$ cat src/rtl/pwm_timer.sv
// pwm_timer: 16-bit PWM generator / periodic timer with a Wishbone-classic register port.
module pwm_timer #(
    parameter int WIDTH       = 16,
    parameter int SYNC_STAGES = 2
) (
    input  logic             i_clk,
    input  logic             i_rst,
    input  logic             i_wb_cyc,
    input  logic             i_wb_stb,
    input  logic             i_wb_we,
    input  logic [3:0]       i_wb_adr,
    input  logic [WIDTH-1:0] i_wb_data,
    output logic             o_wb_ack,
    output logic [WIDTH-1:0] o_wb_data,
    input  logic             i_extclk,
    input  logic [WIDTH-1:0] i_DC,
    input  logic             i_DC_valid,
    output logic             o_pwm
);
    localparam logic [WIDTH-1:0] ONE = WIDTH'(1);

    logic [6:0]             ctrl_q, ctrl_d;
    logic [WIDTH-1:0]       div_q, div_d, per_q, per_d, dc_q, dc_d, ext_dc_q, ext_dc_d;
    logic [WIDTH-1:0]       presc_q, presc_d, cnt_q, cnt_d, rdata_q, rdata_d, duty;
    logic                   ack_q, ack_d, pwm_q, pwm_d, prev_q, prev_d;
    logic [SYNC_STAGES-1:0] sync_q, sync_d;
    logic                   hit, wr, clr, base_en, tick, wrap, done;

    always_comb begin
        hit      = i_wb_cyc & i_wb_stb & ~ack_q;
        wr       = hit & i_wb_we;
        clr      = wr && i_wb_adr == 4'h0 && i_wb_data[7];
        sync_d   = {sync_q[SYNC_STAGES-2:0], i_extclk};
        prev_d   = sync_q[SYNC_STAGES-1];
        base_en  = ctrl_q[0] ? (sync_q[SYNC_STAGES-1] & ~prev_q) : 1'b1;
        tick     = base_en && (div_q <= ONE || presc_q >= div_q - ONE);
        wrap     = per_q != '0 && cnt_q >= per_q - ONE;
        done     = tick && ctrl_q[2] && wrap && !ctrl_q[1];
        presc_d  = (clr || tick) ? '0 : base_en ? presc_q + ONE : presc_q;
        cnt_d    = (clr || per_q == '0) ? '0 : (tick && ctrl_q[2]) ? (wrap ? '0 : cnt_q + ONE) : cnt_q;
        // A Wishbone write to ctrl overrides the hardware status update in the same cycle
        ctrl_d   = (wr && i_wb_adr == 4'h0) ? i_wb_data[6:0]
                 : done ? {ctrl_q[6], 1'b1, ctrl_q[4:3], ctrl_q[2] & ctrl_q[3], ctrl_q[1:0]}
                 : ctrl_q;
        div_d    = (wr && i_wb_adr == 4'h1) ? i_wb_data : div_q;
        per_d    = (wr && i_wb_adr == 4'h2) ? i_wb_data : per_q;
        dc_d     = (wr && i_wb_adr == 4'h3) ? i_wb_data : dc_q;
        ext_dc_d = i_DC_valid ? i_DC : ext_dc_q;
        duty     = ctrl_q[6] ? ext_dc_q : dc_q;
        pwm_d    = per_q != '0 && ctrl_q[4] && (ctrl_q[1] ? (ctrl_q[2] && cnt_q < duty) : ctrl_q[5]);
        ack_d    = hit;
        rdata_d  = !hit ? rdata_q
                 : i_wb_adr == 4'h0 ? {{(WIDTH-7){1'b0}}, ctrl_q}
                 : i_wb_adr == 4'h1 ? div_q
                 : i_wb_adr == 4'h2 ? per_q
                 : i_wb_adr == 4'h3 ? dc_q
                 : '0;
    end

    always_ff @(posedge i_clk or negedge i_rst) begin
        if (!i_rst) begin
            ctrl_q   <= '0;
            div_q    <= '0;
            per_q    <= '0;
            dc_q     <= '0;
            ext_dc_q <= '0;
            presc_q  <= '0;
            cnt_q    <= '0;
            rdata_q  <= '0;
            ack_q    <= 1'b0;
            pwm_q    <= 1'b0;
            prev_q   <= 1'b0;
            sync_q   <= '0;
        end else begin
            ctrl_q   <= ctrl_d;
            div_q    <= div_d;
            per_q    <= per_d;
            dc_q     <= dc_d;
            ext_dc_q <= ext_dc_d;
            presc_q  <= presc_d;
            cnt_q    <= cnt_d;
            rdata_q  <= rdata_d;
            ack_q    <= ack_d;
            pwm_q    <= pwm_d;
            prev_q   <= prev_d;
            sync_q   <= sync_d;
        end
    end

    assign o_wb_ack  = ack_q;
    assign o_wb_data = rdata_q;
    assign o_pwm     = pwm_q;
endmodule

$ cat config.mk
export PLATFORM = sky130hd
export DESIGN_NAME = pwm_timer
export DESIGN_NICKNAME = d
export VERILOG_FILES = /design/src/rtl/pwm_timer.sv
export SDC_FILE = /design/constraint.sdc
export NUM_CORES = 1
export LEC_CHECK = 0
export ABC_AREA = 1
export BUFFER_PORTS_ARGS = -buffer_cell sky130_fd_sc_hd__buf_2
export CORE_UTILIZATION = 62
export DETAILED_ROUTE_END_ITERATION = 16
export PLACE_DENSITY = 0.82
export RECOVER_POWER = 50
export SLEW_MARGIN = 20
export SYNTH_ARGS = -nofsm -noshare
export SYNTH_HDL_FRONTEND = slang
export SYNTH_SLANG_ARGS = --single-unit
$ cat constraint.sdc
create_clock -name i_clk -period 8.35 [get_ports i_clk]
set_input_delay 0.835 -clock i_clk [delete_from_list [all_inputs] [get_ports i_clk]]
set_output_delay 0.835 -clock i_clk [all_outputs]
set_load 0.02 [all_outputs]
# --- Yosys cells after proc, flatten, opt, wreduce, memory -nomap -nowiden ---
# Index checks and enable logic that the tools add are counted.
totals:
  inputBits: 43
  wordCells: 68
  output_inout_bits: 18
  ff_bits: 124
op_classes:
  n_reduce_logical: 23
  bitwise_logic: 7
  order_cmp: 4
  n_eq_ne: 3
  mux: 14
  addsub: 4
op_table:
  columns: ["operator", "count"]
  rows:
  - ["16-bit two-way mux", 10]
  - ["16-bit by 1-bit adder with 16-bit output (second input constant)", 2]
  - ["16-bit >= comparator", 2]
  - ["16-bit by 1-bit subtractor with 16-bit output (second input constant)", 2]
  - ["16-bit by 1-bit less-or-equal comparator with 1-bit output (second input constant)", 1]
  - ["16-bit zero test", 1]
  - ["16-bit less-than comparator", 1]
  - ["16-bit nonzero test", 1]
  - ["1-bit logical AND", 13]
  - ["4-bit by 2-bit equality test with 1-bit output (second input constant)", 2]
  - ["7-bit two-way mux", 1]
  - ["6-bit two-way mux", 1]
  - ["2-bit nonzero test", 3]
  - ["1-bit bitwise AND", 5]
  - ["4-bit by 1-bit equality test with 1-bit output (second input constant)", 1]
  - ["4-bit zero test", 1]
  - ["1-bit logical OR", 3]
  - ["1-bit two-way mux", 2]
  - ["1-bit inverter", 2]
  - ["1-bit zero test", 1]

# --- Depth between registers and ports, before layout ---
depth:
  ltp_word: 9
  mapped_depth: 22
  ltp_nobuf: 22

# --- Least setup slack after synthesis ---
# Ideal clock, no wire load.
synth_timing:
  path_type: "register to register"
  startpoint: "reg div_q[2]"
  endpoint: "reg cnt_q[8]"
  n_path_buf: 1
  arrival_ns: 2.768
  period_less_slack_ns: 2.887
  path_stages_with_launch: 21
  slack_ns: 5.463
  setup_time_ns: 0.119
  t_required_ns: 8.231
  path_cell_list: "dfrtp_1 > nor2_1 > nand2_1 > nor3_2 > nand2_1 > nor3_2 > nand2_1 > nor3_1 > xor2_1 > inv_1 > ha_1 > a21o_1 > nor2_1 > nand2_1 > nor2_1 > nand2_2 > nand3_4 > nand2_4 > buf_6 > a21oi_1 > nor2_1"
synth_via:
  elab_chain_len: 6
  elab_cells_between_ends: 7
  cone_classes: "add/sub: 1; order compare: 2; reduce/logical: 4"
synth_lines:
  columns: ["item", "line", "rtl"]
  rows:
  - ["start: declaration", "23", "logic [WIDTH-1:0] div_q, div_d, per_q, per_d, dc_q, dc_d, ext_dc_q, ext_dc_d;"]
  - ["start signal: assignment", "76", "div_q <= div_d;"]
  - ["16-bit by 1-bit subtractor with 16-bit output", "36", "tick = base_en && (div_q <= ONE || presc_q >= div_q - ONE);"]
  - ["16-bit >= comparator", "36", null]
  - ["1-bit logical OR (*)", "36", null]
  - ["1-bit logical AND (*)", "36", null]
  - ["1-bit logical AND (*)", "40", "cnt_d = (clr || per_q == '0) ? '0 : (tick && ctrl_q[2]) ? (wrap ? '0 : cnt_q + ONE) : cnt_q;"]
  - ["2-bit nonzero test (no source line) (*)", null, null]
  - ["end signal: assignment", "81", "cnt_q <= cnt_d;"]
  - ["end: declaration", "24", "logic [WIDTH-1:0] presc_q, presc_d, cnt_q, cnt_d, rdata_q, rdata_d, duty;"]
# Every way passes the cells marked *; elsewhere a longest branch is shown, timed or not.
# A chain may end at the register's enable or synchronous reset.

# --- Worst setup path after layout ---
layout_timing:
  startpoint: "reg per_q[0]"
  endpoint: "reg ctrl_q[5]"
layout_via:
  elab_chain_len: 6
  elab_cells_between_ends: 7
  cone_classes: "add/sub: 1; order compare: 1; reduce/logical: 5"
layout_lines:
  columns: ["item", "line", "rtl"]
  rows:
  - ["start: declaration", "23", null]
  - ["start signal: assignment", "77", "per_q <= per_d;"]
  - ["16-bit by 1-bit subtractor with 16-bit output", "37", "wrap = per_q != '0 && cnt_q >= per_q - ONE;"]
  - ["16-bit >= comparator", "37", null]
  - ["1-bit logical AND (*)", "37", null]
  - ["1-bit logical AND (*) (2 in a row)", "38", "done = tick && ctrl_q[2] && wrap && !ctrl_q[1];"]
  - ["2-bit nonzero test (no source line) (*)", null, null]
  - ["end signal: assignment", "75", "ctrl_q <= ctrl_d;"]
  - ["end: declaration", "22", "logic [6:0] ctrl_q, ctrl_d;"]
# Marks and branches as above.

==> flow_metrics.py <==
metrics = {
    "outcome": {
        "outcome": "finished with violations",
        "violations": "max-capacitance violations, max-slew violations",
    },
    "die": {
        "start_util": 0.6337,
        "rows": 40,
        "coreArea_mm2": 0.01196,
        "die_area_mm2": 0.01267,
        "die_y_um": 112.6,
        "ios": 61,
        "die_w_um": 112.6,
    },
    "min_path": {
        "holdPathEnd": "sync_q[1]",
        "holdCritPathClass": "flip-flop to flip-flop",
        "holdPathStages": 0,
        "hp-start": "sync_q[0]",
    },
    "timing": {
        "finalCritPeriodShare": 0.4465,
        "finalCriticalPeriod_ns": 3.728,
        "setup_viol": 0,
        "skew_ns": 0.006520,
        "max_freq_mhz": 268.2,
        "rsz0062_at_grt": "no",
        "setup_tns_ns": 0,
        "hold_violations": 0,
        "relSlewSlack": -0.8855,
        "hold_ws_ns": 0.3624,
        "drv_slew": 55,
        "tightest_slew_ns": 2.828,
        "setup_ws_ns": 4.622,
    },
    "grt": {
        "grt_pass1_wl_mm": 32.19,
        "grt-ovfl-total": 0,
        "grt_max_degree": 72,
        "antenna_found_initial": 0,
        "grt_usage": 0.3321,
        "grt_pass1_vias": 6448,
    },
    "critical_path": {
        "critPathMaxStageDelay_ns": 0.38,
        "crit_path_cell_trace": "inv_1, nand3_1, nor3_1, nand2_1, inv_1, nand4_1, nor3_1, xor2_1, inv_1, ha_1, nand2_1, nor3_1, nand3_1, nand3_1, nand2_1, inv_2, nand2_1, nand3_1, nand2_1",
        "critPathLaunch": "per_q[0]",
        "start_kind": "flip-flop",
        "r2r-end": "ctrl_q[5]",
        "path_buf_inv": 4,
        "crit_slowest_cell": "dfrtp_1",
        "cp.arrival_ns": 4.05,
        "worstPathMaxFanout": 9,
        "setup.worst_path.class": "flip-flop to flip-flop",
        "cp_data_required_time_ns": 8.67,
        "r2r-start": "per_q[0]",
        "r2r_slack_ns": 4.62,
        "ff2ff_path_depth": 19,
        "crit_path_end_kind": "flip-flop",
        "path_common_cell": "nand2_1",
        "crit_family": "simple AND/OR/NAND/NOR gates",
    },
    "clock_tree": {
        "clock_sinks": 124,
        "cts_setup_buffers": 0,
        "clk_latency_ns": 0.43,
        "cts_root_buf": "clkbuf_16",
        "numCtsBuffers": 17,
        "clk_pin_slew_ns": 0.06,
        "cts_tree": "built",
        "hold_buffers": 0,
        "cts_buffer_depth": 2,
        "htreeDepth": 4,
        "cts_resized": 0,
    },
    "routing": {
        "dr.pass1.iters": 5,
        "vias": 6911,
        "drcViolationCount": 0,
        "drt_iter0_drc": 734,
        "viasPerCell": 5.793,
        "route.antenna.remaining_nets": 0,
        "drt_wl_total_mm": 19.84,
        "avgRoutedWirePerCell_um": 16.63,
    },
    "power_and_ir_drop": {
        "power.internal_mw": 1.348,
        "p_per_area_mw_per_mm2": 234.0,
        "clkPwrFrac": 0.398,
        "swShare": 0.3264,
        "leakage_nw": 4.293,
        "p_switching_uw": 653.3,
        "peakVddDrop_v": 0.0001782,
        "power_frac_comb": 0.234,
        "seqPwrFrac": 0.368,
    },
    "cells_and_area": {
        "final_util": 0.7151,
        "layout-drive-gt1-share": 0.09847,
        "syn_to_final_growth_pct": 12.84,
        "antenna_cells": 0,
        "nets": 1128,
        "fin_cells": 1193,
        "fill_cells": 963,
    },
    "placement": {
        "dp.cells": 1161,
        "gp_congestion": 0.9002,
        "pre_cts_ws_ns": 4.801,
        "dp_hpwl_mm": 14.32,
        "io_buffers": 60,
    },
    "job": {
        "cap_viol_max_count": 1,
    },
    "yosys": {
        "async_flop_share": 1.000,
        "synth_cells": 979,
        "yosys_warnings": 0,
        "ys_ff_latch": 124,
        "synthDistinctLibCells": 40,
        "synth_ff_type": "dfrtp_1",
        "synth-edff-count": 0,
        "seq_area_frac_synth": 0.4094,
        "avgSynthCellArea_um2": 7.742,
        "syn_area_mm2": 0.007580,
        "synth_nets": 1074,
    },
}
## power by group through the flow
stage                     combinational, mW  sequential (mW)  clock [mW]
final                                 0.469            0.736       0.797
after global routing                  0.539            0.742       0.825
after CTS                             0.469            0.732       0.799
after detailed placement              0.461            0.741           0
after global placement                0.445            0.740           0
after floorplan                       0.348            0.722           0
## stage by stage
step / instance area, µm² / power [mW]
finish: 8553 / 2.002
CTS: 8594 / 2.001
global placement: 7960 / 1.185
floorplan: 7580 / 1.070
global route: 8553 / 2.106
detailed placement: 7960 / 1.202
## Yosys cell counts, types with 3 or more instances
library cell | instances | area share
a21oi_1 | 37 | 0.024
a31oi_1 | 6 | 0.0050
clkbuf_1 | 22 | 0.011
dfrtp_1 | 124 | 0.41
ha_1 | 52 | 0.086
inv_1 | 114 | 0.056
inv_2 | 7 | 0.0035
nand2_1 | 228 | 0.11
nand2_2 | 5 | 0.0041
nand2_4 | 3 | 0.0045
nand3_1 | 56 | 0.037
nand4_1 | 19 | 0.016
nor2_1 | 69 | 0.034
nor2_2 | 8 | 0.0066
nor2_4 | 4 | 0.0059
nor3_1 | 21 | 0.014
nor4_1 | 6 | 0.0050
o21ai_0 | 109 | 0.072
o21ai_1 | 21 | 0.014
xnor2_1 | 7 | 0.0081
xor2_1 | 36 | 0.042
## metal layers
| layer | GRT usage | up-vias | routed length [µm] | share of wire |
|---|---|---|---|---|
| met5 | 0 | - | 0 | 0 |
| met1 | 0.4641 | 3222 | 8848 | 0.45 |
| li1 | - | 3328 | - | - |
| met4 | 0.1342 | 0 | 575 | 0.029 |
| met3 | 0.06156 | 57 | 1418 | 0.071 |
| met2 | 0.5123 | 304 | 8992 | 0.45 |
## cell families after synthesis
kind of cell,after synthesis,synth area share
flip-flops,124,0.4094
AND/OR/NAND/NOR,426,0.2507
XOR/XNOR,43,0.04969
AO/OA/AOI/OAI,184,0.1268
buffers and inverters,150,0.07758
adder cells (fa/ha/maj),52,0.08584
## sequential cells by signal (all words and copies together) (netlist names)
signal / flops
cnt_q: 16
dc_q: 16
div_q: 16
ext_dc_q: 16
o_wb_data: 16
per_q: 16
presc_q: 16
ctrl_q: 7
sync_q: 2
o_pwm: 1
o_wb_ack: 1
prev_q: 1
## worst reg2reg max path: cells and delay by family (launching register included)
family,cells,cell delay [ns]
xor gates and xnor gates,1,0.17
adders and majority gates,1,0.30
buffers and inverters,4,0.57
DFF,1,0.38
and+or+nand+nor,13,2.23
## worst max-delay path by stage
stage                end  slack [ns]  cells after the start
4_1_cts        ctrl_q[5]        4.76                     20
5_1_grt         cnt_q[3]        4.28                      2
2_1_floorplan   cnt_q[8]        5.46                     20
6_report       ctrl_q[5]        4.62                     19
3_3_place_gp   ctrl_q[2]        4.78                     19
3_5_place_dp   ctrl_q[5]        4.80                     19
## placed cells by master, fill, tap and decap left out, types with 7 or more instances in the layout
cell type  count
a21oi_1       37
o21ai_0      109
nand4_1       19
nor2_1        70
xnor2_1        7
o21ai_1       21
buf_2         40
clkbuf_16     17
nand2_1      229
clkbuf_1      22
nand3_1       56
xor2_1        36
nor3_1        21
nor2_2         7
inv_1        115
ha_1          52
dfrtp_1      124
## area by class of cell
class | count | area [µm²] | share of cell area
clock buffer | 21 | 470.5 | 0.05500
clock inverter | 11 | 163.9 | 0.01916
inverter | 123 | 466.7 | 0.05456
multi-input combinational | 705 | 3879 | 0.4535
sequential | 124 | 3103 | 0.3628
tap | 147 | 183.9 | 0.02150
timing repair buffer | 62 | 286.5 | 0.03350
Power figures use the tool's default switching activity.
